[config.mk]
export PLATFORM = sky130hd
export DESIGN_NAME = cdb_arbiter
export DESIGN_NICKNAME = d
export VERILOG_FILES = /design/src/rtl/cdb_arbiter.sv
export SDC_FILE = /design/constraint.sdc
export NUM_CORES = 1
export LEC_CHECK = 0
export BUFFER_PORTS_ARGS = -buffer_cell sky130_fd_sc_hd__buf_2
export CORE_MARGIN = 4
export CORE_UTILIZATION = 42
export DETAILED_ROUTE_END_ITERATION = 8
export PLACE_DENSITY = 0.81
export SLEW_MARGIN = 10
export SYNTH_ARGS = -nofsm -noshare
export SYNTH_HDL_FRONTEND = slang
export SYNTH_SLANG_ARGS = --single-unit
[constraint.sdc]
create_clock -name clk -period 3.7 [get_ports clk]
set_clock_uncertainty 0.05 [all_clocks]
set_input_delay 0.37 -clock clk [delete_from_list [all_inputs] [get_ports clk]]
set_output_delay 0.37 -clock clk [all_outputs]
set_load 0.03 [all_outputs]
[src/rtl/cdb_arbiter.sv]
// Round-robin arbiter for the common data bus: picks one execution-unit result per cycle
// and broadcasts it on a registered CDB one cycle after the combinational grant.
module cdb_arbiter #(
  parameter int N_REQ  = 4,
  parameter int TAG_W  = 4,
  parameter int DATA_W = 32
) (
  input  logic                       clk,
  input  logic                       rst_n,
  input  logic                       rdy,
  input  logic                       flush,
  input  logic [N_REQ-1:0]           req,
  input  logic [N_REQ*TAG_W-1:0]     req_tag,
  input  logic [N_REQ*DATA_W-1:0]    req_data,
  output logic [N_REQ-1:0]           gnt,
  output logic                       cdb_valid,
  output logic [TAG_W-1:0]           cdb_tag,
  output logic [DATA_W-1:0]          cdb_data,
  output logic [$clog2(N_REQ)-1:0]   cdb_src,
  output logic                       err,
  output logic [$clog2(N_REQ)-1:0]   dbg_ptr
);

  // Handshake: unit i holds req[i]/tag/data stable until it sees gnt[i]=1 at a posedge;
  // the granted result appears on cdb_* (cdb_valid=1) in the following cycle.

  localparam int               SRC_W    = $clog2(N_REQ);
  localparam logic [TAG_W-1:0] UNLOCKED = '1;

  logic [SRC_W-1:0]  ptr_q, ptr_d;
  logic              cdb_valid_q, cdb_valid_d;
  logic [TAG_W-1:0]  cdb_tag_q, cdb_tag_d;
  logic [DATA_W-1:0] cdb_data_q, cdb_data_d;
  logic [SRC_W-1:0]  cdb_src_q, cdb_src_d;
  logic              err_q, err_d;

  logic [N_REQ-1:0]  legal;
  logic [N_REQ-1:0]  illegal;
  logic              arb_en;
  logic              found;
  logic [SRC_W-1:0]  win;

  // A request carrying the UNLOCKED tag has no destination and must never reach the bus.
  always_comb begin
    legal   = '0;
    illegal = '0;
    for (int i = 0; i < N_REQ; i++) begin
      legal[i]   = req[i] && (req_tag[i*TAG_W +: TAG_W] != UNLOCKED);
      illegal[i] = req[i] && (req_tag[i*TAG_W +: TAG_W] == UNLOCKED);
    end
  end

  assign arb_en = rst_n && rdy && !flush;

  always_comb begin
    int idx;
    idx   = 0;
    gnt   = '0;
    found = 1'b0;
    win   = '0;
    for (int k = 0; k < N_REQ; k++) begin
      idx = int'(ptr_q) + k;
      if (idx >= N_REQ) idx = idx - N_REQ;
      if (arb_en && !found && legal[idx]) begin
        found    = 1'b1;
        win      = SRC_W'(idx);
        gnt[idx] = 1'b1;
      end
    end
  end

  always_comb begin
    ptr_d       = ptr_q;
    cdb_valid_d = 1'b0;
    cdb_tag_d   = UNLOCKED;
    cdb_data_d  = cdb_data_q;
    cdb_src_d   = cdb_src_q;
    err_d       = err_q | (|illegal);
    if (found) begin
      cdb_valid_d = 1'b1;
      cdb_tag_d   = req_tag[int'(win)*TAG_W +: TAG_W];
      cdb_data_d  = req_data[int'(win)*DATA_W +: DATA_W];
      cdb_src_d   = win;
      ptr_d       = (win == SRC_W'(N_REQ-1)) ? '0 : win + 1'b1;
    end
  end

  // rdy=0 freezes everything, including a result already on the bus.
  always_ff @(posedge clk) begin
    if (!rst_n) begin
      ptr_q       <= '0;
      cdb_valid_q <= 1'b0;
      cdb_tag_q   <= UNLOCKED;
      cdb_data_q  <= '0;
      cdb_src_q   <= '0;
      err_q       <= 1'b0;
    end else if (rdy) begin
      ptr_q       <= ptr_d;
      cdb_valid_q <= cdb_valid_d;
      cdb_tag_q   <= cdb_tag_d;
      cdb_data_q  <= cdb_data_d;
      cdb_src_q   <= cdb_src_d;
      err_q       <= err_d;
    end
  end

  assign cdb_valid = cdb_valid_q;
  assign cdb_tag   = cdb_tag_q;
  assign cdb_data  = cdb_data_q;
  assign cdb_src   = cdb_src_q;
  assign err       = err_q;
  assign dbg_ptr   = ptr_q;

endmodule

==> metrics.md <==
| Metric | Value |
|---|---|
| Mapped Avg Cell Area | 9.656 um^2 |
| # rows | 30 |
| Worst r2r src | dbg_ptr[1] |
| Worst r2r dst | cdb_data[12] |
| Clock transition at the registers of the reported paths | 0.08 ns |
| Via density | 5.506 |
| Setup TNS | 0 ns |
| Root Driver | clkbuf_8 |
| Clock network power share | 24.2% |
| Die H | 91.19 um |
| Worst IR drop on VDD | 0.1627 mV |
| CP startpoint kind | flop |
| GRT Total Usage | 21.01% |
| RSZ-0062 raised after global routing | false |
| Post-CTS setup buffers | 0 |
| CP Max Fanout | 5 |
| Final period util | 83.13% |
| Fraction of the mapped netlist area in adder cells | 3.013% |
| I/O pin cnt | 198 |
| Worst Path Arrival | 2.66 ns |
| Yosys warns | 0 |
| Hold depth | 3 |
| Asr flop ratio synth | 0% |
| Commonest non-fill, non-tap cell in the layout | buf_2 |
| Slew Limit Headroom | 18.02% |
| LEAKAGE | 2.397 nW |
| Buffers on Ports | 197 |
| Via count | 3166 |
| Syn nets | 460 |
| Multi-input logic area | 1881 um^2 |
| Outcome | finished, final reports clean |
| Min-delay worst type | in2reg |
| Clock Latency Late Sink | 0.29 ns |
| N_diodes | 0 |
| DRT antenna net count | 0 |
| PwrDens | 317.8 nW/um^2 |
| Highest-count cells in the layout ignoring fill and taps | buf_2, mux2i_1, nand2_1 |
| Vias in the first global route | 3170 |
| Hold_buf cts | 0 |
| Largest area contributor in the netlist | dfxtp_1 |
| CTS tree | done |
| Area of the core | 6756 um^2 |
| Post-synth top flop | dfxtp_1 |
| Yosys reg bits | 42 |
| Tmin final | 3.076 ns |
| Placed Cells incl. Taps | 567 |
| Die Width | 91.19 um |
| Hold_sp | rdy |
| Largest cells by area after synthesis | dfxtp_1, mux2i_1, o221ai_1 |
| Reg2Reg Depth | 9 |
| Drt initial violations | 96 |
| P_int | 0.8331 mW |
| Share of the synthesized area in the top cell type | 28.93% |
| Gp weighted congestion | 0.8830 |
| Gr ovfl total | 0 |
| CP required | 3.28 ns |
| Post-CTS Resized | 0 |
| Final Instance Count excl. Fillers | 575 |
| Max-cap viol count | 0 |
| Compound-Gate Fraction of Synth Area | 19.03% |
| Number of flops mapped to enable cells by yosys | 0 |
| First-pass GRT wire length | 14600 um |
| Clock Sinks | 42 |
| Detail Route met3 WL | 664 um |
| Final slew viol count | 0 |
| Starting Density | 43.02% |
| Drt total wl | 9185 um |
| Sw power | 0.4368 mW |
| Placed inst area | 3905 um^2 |
| Post-synthesis xor/xnor area fraction | 0% |
| Hold Fails Final Rpt | 0 |
| CTS max path bufs | 2 |
| Post-layout nets | 653 |
| CP Class | reg2out |
| Largest net degree at the start of global routing | 35 |
| Flop pwr share | 40.9% |
| DR WL met2 | 4873 um |
| Synth cell types | 44 |
| Share of cells above drive strength 1 | 46.26% |
| Gate power share | 34.9% |
| Flop2flop setup slack | 0.76 ns |
| Final setup viols | 0 |
| WL per Instance | 15.97 um |
| Register area | 840.8 um^2 |
| DRT Pass-1 Iters | 4 |
| Main combinational cell family by area after synthesis | multiplexers |
| DP HPWL | 7373 um |
| H-Tree Depth | 2 |
| Die ar. | 8316 um^2 |
| Worst Setup SP | dbg_ptr[1] |
| Mapped Area | 2907 um^2 |
| CTS Buf Count | 5 |
| DRC | 0 |
| Sequential share of the synthesized area | 28.93% |
| Number of antenna violations at the first check in global routing | 0 |
| Worst Tran Pin Value | 1.230 ns |
| Final Cell Area | 3996 um^2 |
| Wl on met1 | 3564 um |
| Multiplexer share of the synthesized area | 28.63% |
| Synth Area in Simple Gates | 13.86% |
| Sw frac | 34.40% |
| F_max | 0.3251 GHz |
| Critical Path End Type | output pin |
| Hold Path End | err |
| Layout fillers | 583 |
| Area Growth Syn to Fin | 37.49% |
| Highest Signal Layer | met4 |
| Cells after Synth | 301 |
[worst max path at each step]
stage	endpoint	slack (ns)	cells after the start
5_1_grt	gnt[3]	0.48	8
3_5_place_dp	cdb_data[9]	0.77	9
6_report	gnt[0]	0.62	8
2_1_floorplan	cdb_data[0]	0.47	11
4_1_cts	gnt[0]	0.62	8
3_3_place_gp	cdb_data[12]	0.88	9
[flip-flops by register name (all words and copies together) (netlist names)]
register   count
cdb_data      32
cdb_src        2
cdb_tag        4
cdb_valid      1
dbg_ptr        2
err            1
[stage by stage]
stage	setup slack, ns	hold slack (ns)	util (%)	total power [mW]
6_report	0.6242	0.3248	59.15	1.270
5_1_grt	0.4830	0.3296	59.15	1.337
4_1_cts	0.6243	0.3167	59.15	1.282
3_5_place_dp	0.7695	0.3949	57.80	0.9726
3_3_place_gp	0.8849	0.3895	57.80	0.9615
2_1_floorplan	0.4727	0.4482	-	0.8067
[synth_stat cells, drive strengths merged, types with 2 or more instances]
library cell / instances
a21oi: 3
nor3: 3
nand3: 4
nand4: 3
o221ai: 32
nand2: 51
dfxtp: 42
and4: 4
mux4: 4
a221oi: 4
a222oi: 4
nor2: 10
a22oi: 4
nand2b: 3
buf: 12
mux2i: 73
a21boi: 3
o32ai: 2
ha: 7
inv: 6
o21ai: 4
clkbuf: 9
and2: 4
[critical path, cell delays in order (launching register included)]
cell and delay, ns:
dfxtp_1 0.33, inv_1 0.10, ha_1 0.34, inv_1 0.16
mux4_2 0.55, o2111a_1 0.22, a222oi_1 0.39, nand2_1 0.09
buf_2 0.19
[cell families (layout without fill, tap and decap cells)]
kind of cell | count (synthesis) | count (layout)
AO/OA/AOI/OAI | 62 | 62
adder cells (fa/ha/maj) | 7 | 7
flip-flops | 42 | 42
multiplexers | 78 | 78
buffers and inverters | 27 | 221
AND/OR/NAND/NOR | 85 | 85
[power groups by stage]
| stage | Combinational (mW) | Clock, mW | Sequential, mW |
|---|---|---|---|
| final | 0.443 | 0.307 | 0.519 |
| after global routing | 0.478 | 0.334 | 0.525 |
| after CTS | 0.445 | 0.318 | 0.519 |
| after detailed placement | 0.445 | 0 | 0.528 |
| after global placement | 0.434 | 0 | 0.528 |
| after floorplan | 0.189 | 0 | 0.618 |
[cell type report]
type / instances / area share (%)
repair buffers: 207 / 26.55
well taps: 80 / 2.505
clock buffers: 7 / 2.160
inverters: 6 / 0.5636
clock inverters: 1 / 0.1252
multi-input cells: 232 / 47.06
flip-flops and latches: 42 / 21.04
[metal layers]
metal	global-route usage, %	vias up
li1	-	1544
met1	24.44	1475
met2	38.93	137
met3	4.722	10
met4	4.648	0
met5	0	-
Power figures use the tool's default switching activity.
